<file path="src/rtl/toggle_cover_collector.sv">
// Toggle-coverage collector: per-bit rise/fall detection with sticky hit maps,
// one-shot reporting of each newly hit point over a valid/ready channel.
module toggle_cover_collector #(
    parameter  int WIDTH       = 64,
    parameter  int COVER_INDEX = 0,
    parameter  int COVER_TOTAL = 28338,
    parameter  int IDX_W       = 32,
    localparam int CNT_W       = $clog2(2*WIDTH+1)
) (
    input  logic             clock,
    input  logic             reset,
    input  logic             en,
    input  logic [WIDTH-1:0] sig,
    input  logic             clear,
    output logic             report_valid,
    input  logic             report_ready,
    output logic [IDX_W-1:0] report_index,
    output logic             report_dir,
    output logic [CNT_W-1:0] covered_count,
    output logic             all_covered
);

    localparam int PTS   = 2*WIDTH;
    localparam int SEL_W = $clog2(PTS);

    if (COVER_INDEX + PTS > COVER_TOTAL) begin : g_index_beyond_total
        // This instance's points extend past the declared global total.
    end

    typedef enum logic {IDLE, SEND} state_t;

    state_t           state;
    logic [WIDTH-1:0] prev;
    logic             primed;
    logic [WIDTH-1:0] hit_rise;
    logic [WIDTH-1:0] hit_fall;
    logic [PTS-1:0]   pending;

    logic             det;
    logic [WIDTH-1:0] new_r;
    logic [WIDTH-1:0] new_f;
    logic [PTS-1:0]   new_p;
    logic             sel_any;
    logic [SEL_W-1:0] sel_idx;
    logic [PTS-1:0]   sel_oh;
    logic             take;
    logic [PTS-1:0]   pend_nxt;
    logic [CNT_W-1:0] cnt_nxt;

    function automatic logic [CNT_W-1:0] popcount(input logic [WIDTH-1:0] v);
        logic [CNT_W-1:0] c;
        c = '0;
        for (int i = 0; i < WIDTH; i++)
            c = c + CNT_W'(v[i]);
        return c;
    endfunction

    // Detection: clear wins, so toggles seen in a clear cycle never count.
    assign det   = en && primed && !clear;
    assign new_r = det ? (sig & ~prev & ~hit_rise) : '0;
    assign new_f = det ? (~sig & prev & ~hit_fall) : '0;

    always_comb begin
        new_p = '0;
        for (int b = 0; b < WIDTH; b++) begin
            new_p[2*b]   = new_r[b];
            new_p[2*b+1] = new_f[b];
        end
    end

    // Lowest pending point wins; selection looks only at registered pending.
    always_comb begin
        sel_idx = '0;
        for (int i = PTS-1; i >= 0; i--)
            if (pending[i]) sel_idx = SEL_W'(i);
    end

    assign sel_any  = |pending;
    assign sel_oh   = {{(PTS-1){1'b0}}, 1'b1} << sel_idx;
    assign take     = !clear && sel_any && ((state == IDLE) || report_ready);
    assign pend_nxt = clear ? '0 : ((pending | new_p) & ~(take ? sel_oh : '0));
    assign cnt_nxt  = clear ? '0 : covered_count + popcount(new_r) + popcount(new_f);

    always_ff @(posedge clock or negedge reset) begin
        if (!reset) begin
            prev          <= '0;
            primed        <= 1'b0;
            hit_rise      <= '0;
            hit_fall      <= '0;
            pending       <= '0;
            covered_count <= '0;
            all_covered   <= 1'b0;
        end else begin
            if (en) prev <= sig;
            if (clear)   primed <= 1'b0;
            else if (en) primed <= 1'b1;
            hit_rise      <= clear ? '0 : (hit_rise | new_r);
            hit_fall      <= clear ? '0 : (hit_fall | new_f);
            pending       <= pend_nxt;
            covered_count <= cnt_nxt;
            all_covered   <= (cnt_nxt == CNT_W'(PTS));
        end
    end

    // Report channel: outputs only move on a load, valid only drops on accept.
    always_ff @(posedge clock or negedge reset) begin
        if (!reset) begin
            state        <= IDLE;
            report_valid <= 1'b0;
            report_index <= '0;
            report_dir   <= 1'b0;
        end else begin
            case (state)
                IDLE: begin
                    if (take) begin
                        report_index <= IDX_W'(COVER_INDEX) + IDX_W'(sel_idx);
                        report_dir   <= sel_idx[0];
                        report_valid <= 1'b1;
                        state        <= SEND;
                    end
                end
                SEND: begin
                    if (report_ready) begin
                        if (take) begin
                            report_index <= IDX_W'(COVER_INDEX) + IDX_W'(sel_idx);
                            report_dir   <= sel_idx[0];
                        end else begin
                            report_valid <= 1'b0;
                            state        <= IDLE;
                        end
                    end
                end
                default: begin
                    report_valid <= 1'b0;
                    state        <= IDLE;
                end
            endcase
        end
    end

endmodule

</file>
<file path="config.mk">
export PLATFORM = sky130hd
export DESIGN_NAME = toggle_cover_collector
export DESIGN_NICKNAME = d
export VERILOG_FILES = /design/src/rtl/toggle_cover_collector.sv
export SDC_FILE = /design/constraint.sdc
export NUM_CORES = 1
export LEC_CHECK = 0
export ABC_AREA = 1
export ABC_CLOCK_PERIOD_IN_PS = 10080
export BUFFER_PORTS_ARGS = -buffer_cell sky130_fd_sc_hd__buf_2
export CORE_MARGIN = 2
export CORE_UTILIZATION = 55
export CTS_CLUSTER_DIAMETER = 40
export DETAILED_ROUTE_END_ITERATION = 12
export HOLD_SLACK_MARGIN = 0.1
export PLACE_DENSITY = 0.73
export SLEW_MARGIN = 20
export SYNTH_ARGS = -nofsm -noshare
export SYNTH_HDL_FRONTEND = slang
export SYNTH_SLANG_ARGS = --single-unit
</file>
<file path="constraint.sdc">
create_clock -name clock -period 10.08 [get_ports clock]
set_input_delay 2.016 -clock clock [delete_from_list [all_inputs] [get_ports clock]]
set_output_delay 2.016 -clock clock [all_outputs]
set_load 0.005 [all_outputs]
</file>
==> flow_metrics.env, run 1 <==
export IMPL_status="finished, final reports clean"
export IMPL_track_usage=0.351
export IMPL_clk_insertion_delay_late_ps=610
export IMPL_synth_top_family_by_area="simple AND/OR/NAND/NOR gates"
export IMPL_final_util=0.659
export IMPL_synth_distinct_cells=37
export IMPL_max_freq_ghz=0.102
export IMPL_synth_area_mux_share=0
export IMPL_cpLargestDelayFamily="adder cells"
export IMPL_post_drt_wl_per_cell_um=21.1
export IMPL_io_buffers=86
export IMPL_async_flop_share=1.00
export IMPL_path_max_fanout=11
export IMPL_crit_start="clear"
export IMPL_power_leakage_nw=12.9
export IMPL_synth_fa_ha_area_frac=0.140
export IMPL_stdcell_area_sq_um=23500
export IMPL_netlist_area_sq_um=20000
export IMPL_cts_root_buf="clkbuf_16"
export IMPL_dpl_instance_area_sq_um=21500
export IMPL_overflow=0
export IMPL_die_h_um=195
export IMPL_drtIter0Drc=1859
export IMPL_worst_pin_slew_ps=1050
export IMPL_timing_final_hold_violations=0
export IMPL_power_mw=4.51
export IMPL_yosys_most_used_dff="dfrtp_1"
export IMPL_crit_top_cell="fa_1"
export IMPL_yosys_area_share_simple=0.212
export IMPL_final_max_slew_viol_count=0
export IMPL_vias=17501
export IMPL_yosysSeqAreaShare=0.425
export IMPL_yosysWarnings=0
export IMPL_die_area_sq_um=37800
export IMPL_cts_sinks=339
export IMPL_ir_worst_vdd_v=0.000134
export IMPL_cts_buffer_depth=3
export IMPL_rows=69
export IMPL_grt_max_degree=95
export IMPL_required_ps=10570
export IMPL_hold_class="reg -> reg"
export IMPL_drv_cap=0
export IMPL_htreeDepth=2
export IMPL_die_w_um=195
export IMPL_maxSlewHeadroom=0.295
export IMPL_hp_start="hit_rise[32]"
export IMPL_min_period_over_period=0.968
export IMPL_fillers=2978
export IMPL_multiInputGateArea_sq_um=8840
export IMPL_syn2layout_area_growth_pct=17.7
export IMPL_path_buf_inv=8
export IMPL_ys_top_cells_by_area="dfrtp_1, fa_1, inv_1"
export IMPL_drt_wl_total_mm=65.6
export IMPL_cpPeakStageDelay_ps=570
export IMPL_postRouteAntennaNets=0
export IMPL_cts_tree="done"
export IMPL_grt_pass1_vias=17315
export IMPL_synth_edf_count=0
export IMPL_critical_path_class="in -> reg"
export IMPL_synth_compound_area_share=0.0803
export IMPL_syn_inst=2431
export IMPL_hold_slack_ps=479
export IMPL_dp_hpwl_mm=48.7
export IMPL_min_period_ps=9760
export IMPL_synth_xor_area_share=0.00175
export IMPL_layout_nets=2829
export IMPL_reg2reg_from="primed"
export IMPL_setup_viol=0
export IMPL_arrival_ps=10250
export IMPL_drive_gt1_frac=0.132
export IMPL_ios=112
export IMPL_setup_slack_ps=321
export IMPL_ys_top_cells_by_count="inv_1, nand2_1, dfrtp_1"
export IMPL_synth_top_area_frac=0.425
export IMPL_endpoint_kind="register"
export IMPL_powerDensity_nw_per_um2=192
export IMPL_numCtsBuffers=54
export IMPL_antenna_found_initial=1
export IMPL_dp_slack_ps=-362
export IMPL_yosysTopAreaCell="dfrtp_1"
export IMPL_grt_pass1_wl_mm=99.6
export IMPL_dr_pass1_iters=6
export IMPL_start_util=0.560
export IMPL_coreArea_sq_um=35700
export IMPL_routabilityCongestion=1.04
export IMPL_clkTransAtPathRegs_ps=50
export IMPL_drc=0
export IMPL_yosysMostFrequentCell="inv_1"
export IMPL_ys_ff_latch=339
export IMPL_start_kind="primary input"
export IMPL_routed_via_density=5.62
export IMPL_crit_slowest_cell="fa_1"
export IMPL_register_area_sq_um=8480
export IMPL_fin_skew_ps=16.9
export IMPL_syn_avg_cell_area_sq_um=8.21
## power by group
group | leakage (nW) | internal, mW | switching [mW]
Clock | 0.895 | 1.18 | 0.731
Combinational | 7.49 | 0.340 | 0.775
Sequential | 4.55 | 1.44 | 0.0386
Total | 12.9 | 2.96 | 1.54
## path summary, 6_finish.rpt
| check | endpoint | slack [ps] | cells past startpoint |
|---|---|---|---|
| max reg2reg | all_covered | 1480 | 31 |
| max | all_covered | 320 | 31 |
| min in group asynchronous | covered_count[0] | 1420 | 1 |
| max in group asynchronous | pending[39] | 6650 | 3 |
| min reg2reg | hit_rise[32] | 480 | 2 |
| min | hit_rise[32] | 480 | 2 |
## tightest hold or removal path, stage by stage (launching register included)
cell and delay, ps:
dfrtp_1 340, nand2_1 50, nand2_1 60
## flip-flops by register name, indices dropped and copies added (netlist names)
signal         count
all_covered        1
covered_count      8
hit_fall          64
hit_rise          64
pending          128
prev              64
primed             1
report_index       7
report_valid       1
state              1
## timing repair
item                                    4_1_cts  5_1_grt
endpoints found under the hold margin         0        0
endpoints found under the setup margin        0        2
hold buffers                                  0        0
resized for setup                             0       11
setup buffers                                 0        3
## area by class of cell
cell class                      instances  area share
Antenna cell                            2    0.000213
Clock buffer                           62      0.0610
Clock inverter                         39      0.0184
Inverter                              593      0.0965
Multi-Input combinational cell       1411       0.376
Sequential cell                       339       0.361
Tap cell                              461      0.0245
Timing Repair Buffer                  208      0.0623
## cell usage in the layout (no fill, tap or decap), types with 11 or more instances in the layout
cell and n:
clkinv_2 11, o21ai_0 254, nand3_1 134, inv_1 584, buf_2 84, dfrtp_1 339, nor4_1 82, buf_4 115
nor2_1 77, fa_1 117, nand4_1 98, clkbuf_16 56, ha_1 35, o21ai_1 32, a21oi_1 12, nor3_1 14
conb_1 25, nand2_1 477
## per-stage QoR
| stage | TNS [ps] | instances |
|---|---|---|
| finish | 0 | 3115 |
| floorplan | 0 | 2455 |
| global route | -38.9 | 3113 |
| global placement | -432 | 3008 |
| detailed placement | -546 | 3008 |
| CTS | 0 | 3109 |
## cell families (layout without fill, tap and decap cells)
kind of cell	Yosys count	after routing
fa+ha+maj	153	153
simple gates	916	916
buf+inv	705	902
xor+xnor	4	4
flops	339	339
compound gates	313	313
other cells	1	27
## metal layers
metal	GRT usage	share of wire	up-vias
met5	0	0	-
met1	0.474	0.40	8431
met2	0.542	0.45	957
met3	0.0715	0.099	181
li1	-	-	7932
met4	0.176	0.050	0
No activity file was read; power rests on OpenSTA's default activity.
==> inputs of run 2 (changes only) <==
==> constraint.sdc (replaced) <==
create_clock -name clock -period 10.08 [get_ports clock]
set_input_delay 3.024 -clock clock [delete_from_list [all_inputs] [get_ports clock]]
set_output_delay 3.024 -clock clock [all_outputs]
set_load 0.005 [all_outputs]
==> run 2 against run 1 <==
The run now ends with negative setup slack left. Non-clock buffer count is 64 higher. Critical path depth is 4 lower. Clock-buffer cell count stayed put. Clock power is 3% higher. Register-to-register slack worse by 320 ps. Critical path type unchanged.
==> flow_metrics.env, run 2 (synthesis gave the netlist of run 1 again) <==
export IMPL_fin_skew_ps=19.2
export IMPL_hold_buffers=0
export IMPL_post_drt_wl_per_cell_um=21.8
export IMPL_final_util=0.685
export IMPL_min_period_ps=10550
export IMPL_largest_reg_flops=128
export IMPL_clkTransAtPathRegs_ps=50
export IMPL_setup_slack_ps=-467
export IMPL_regMostFlops="pending"
export IMPL_endpoint_kind="register"
export IMPL_layout_commonest_cell="inv_1"
export IMPL_arrival_ps=11040
export IMPL_crit_top_cell="fa_1"
export IMPL_clkPwrFrac=0.417
export IMPL_coreArea_sq_um=35700
export IMPL_clk_insertion_delay_late_ps=610
export IMPL_die_h_um=195
export IMPL_antenna_found_initial=3
export IMPL_maxSlewHeadroom=0.196
export IMPL_drt_wl_total_mm=69.5
export IMPL_max_freq_ghz=0.0948
export IMPL_fillers=2780
export IMPL_p_seq_frac=0.314
export IMPL_hold_slack_ps=482
export IMPL_p_int_mw=3.07
export IMPL_violations="negative setup slack"
export IMPL_cts_buffer_depth=3
export IMPL_io_buffers=86
export IMPL_worst_pin_slew_ps=1200
export IMPL_numCtsBuffers=54
export IMPL_cpPeakStageDelay_ps=610
export IMPL_timing_final_hold_violations=0
export IMPL_status="finished, violations left"
export IMPL_drc=0
export IMPL_rows=69
export IMPL_syn2layout_area_growth_pct=22.4
export IMPL_setup_viol=5
export IMPL_combinationalPowerShare=0.269
export IMPL_die_w_um=195
export IMPL_crit_slowest_cell="fa_1"
export IMPL_overflow=0
export IMPL_postRouteAntennaNets=0
export IMPL_layout_nets=2894
export IMPL_rsz0062_at_grt="yes"
export IMPL_htreeDepth=2
export IMPL_drtIter0Drc=1901
export IMPL_critical_path_class="in -> reg"
export IMPL_cts_tree="done"
export IMPL_start_util=0.560
export IMPL_cts_root_buf="clkbuf_16"
export IMPL_routed_via_density=5.72
export IMPL_min_period_over_period=1.05
export IMPL_power_leakage_nw=13.3
export IMPL_hold_class="reg -> reg"
export IMPL_grt_pass1_vias=18584
export IMPL_final_max_slew_viol_count=0
export IMPL_ir_worst_vdd_v=0.000158
export IMPL_grt_pass1_wl_mm=106
export IMPL_powerDensity_nw_per_um2=193
export IMPL_start_kind="primary input"
export IMPL_drive_gt1_frac=0.171
export IMPL_dr_pass1_iters=6
export IMPL_ios=112
export IMPL_grt_max_degree=187
export IMPL_path_max_fanout=6
export IMPL_dp_hpwl_mm=49.7
export IMPL_cts_sinks=339
export IMPL_power_switching_mw=1.65
export IMPL_cpLargestDelayFamily="adder cells"
export IMPL_vias=18200
export IMPL_routabilityCongestion=1.00
export IMPL_required_ps=10570
export IMPL_die_area_sq_um=37800
export IMPL_mostFrequentLayoutCells="inv_1, nand2_1, dfrtp_1, o21ai_0, buf_4"
export IMPL_track_usage=0.374
export IMPL_sw_frac_of_total=0.349
export IMPL_power_mw=4.72
export IMPL_drv_cap=0
export IMPL_path_buf_inv=4
==> run 2: changes by cell type in the layout (fill, tap and decap cells not counted), moves of 9 or more <==
cell and change:
buf_4 +60, nor2_1 -12, nor2_2 +9, nor4_1 -23, nor4_2 +11, nor4_4 +12
==> run 2: timing repair <==
item | CTS | global route
buffers inserted | 13 | 5
pin swaps | 18 | 6
endpoints found under the setup margin | 5 | 7
resized for setup | 42 | 12
cloned | 1 | 1
==> run 2: routing by layer <==
| layer | track usage | vias to the layer above | wire length (um) | share of wire |
|---|---|---|---|---|
| met5 | 0 | - | 18 | 0.00026 |
| met4 | 0.203 | 4 | 4040 | 0.058 |
| met3 | 0.0984 | 208 | 7650 | 0.11 |
| met2 | 0.574 | 1047 | 31000 | 0.45 |
| met1 | 0.487 | 8882 | 26700 | 0.39 |
| li1 | - | 8059 | - | - |
==> run 2: worst register-to-register path, delay by kind of cell, from the launching register on <==
| kind | cells | cell delay [ps] |
|---|---|---|
| buf+inv | 2 | 130 |
| flops | 1 | 400 |
| simple gates | 128 | 8290 |
==> run 2: cell type report <==
| type | instances | area [sq um] | share of cell area |
|---|---|---|---|
| timing repair buffer | 272 | 1980 | 0.0811 |
| antenna | 2 | 5.00 | 0.000205 |
| inverter | 593 | 2280 | 0.0933 |
| tap | 461 | 577 | 0.0236 |
| clock buffer | 62 | 1410 | 0.0577 |
| timing repair inverter | 1 | 8.76 | 0.000358 |
| sequential | 339 | 8480 | 0.347 |
| multi-input combinational | 1411 | 9190 | 0.376 |
| clock inverter | 40 | 500 | 0.0205 |
==> run 2: power groups by stage <==
| stage | Clock [mW] | Sequential (mW) | Combinational, mW |
|---|---|---|---|
| after global placement | 0 | 1.50 | 1.17 |
| after CTS | 1.97 | 1.48 | 1.23 |
| after detailed placement | 0 | 1.50 | 1.19 |
| after floorplan | 0 | 1.49 | 0.743 |
| after global routing | 2.03 | 1.49 | 1.40 |
| final | 1.97 | 1.48 | 1.27 |
==> run 2: through the flow <==
stage          instance area, sq um  TNS [ps]  instances  setup WS, ps
6_report                      24400     -1150       3181          -467
5_1_grt                       24400     -2780       3179          -715
4_1_cts                       24300     -1040       3174          -449
3_5_place_dp                  22100     -5550       3058         -1240
3_3_place_gp                  22100     -4830       3058         -1120
2_1_floorplan                 20300      -947       2455          -557
==> run 2: path summary, 6_finish.rpt <==
path                              startpoint           end  slack, ps  cells past startpoint
worst min register to register   hit_fall[1]   hit_fall[1]        480                      2
worst max register to register  pending[125]  pending[122]       1160                    130
worst min-delay path             hit_fall[1]   hit_fall[1]        480                      2
max in group asynchronous              reset  hit_fall[25]       6010                      3
min in group asynchronous              reset  hit_rise[57]       2490                      1
worst max-delay path                   clear   all_covered       -470                     27
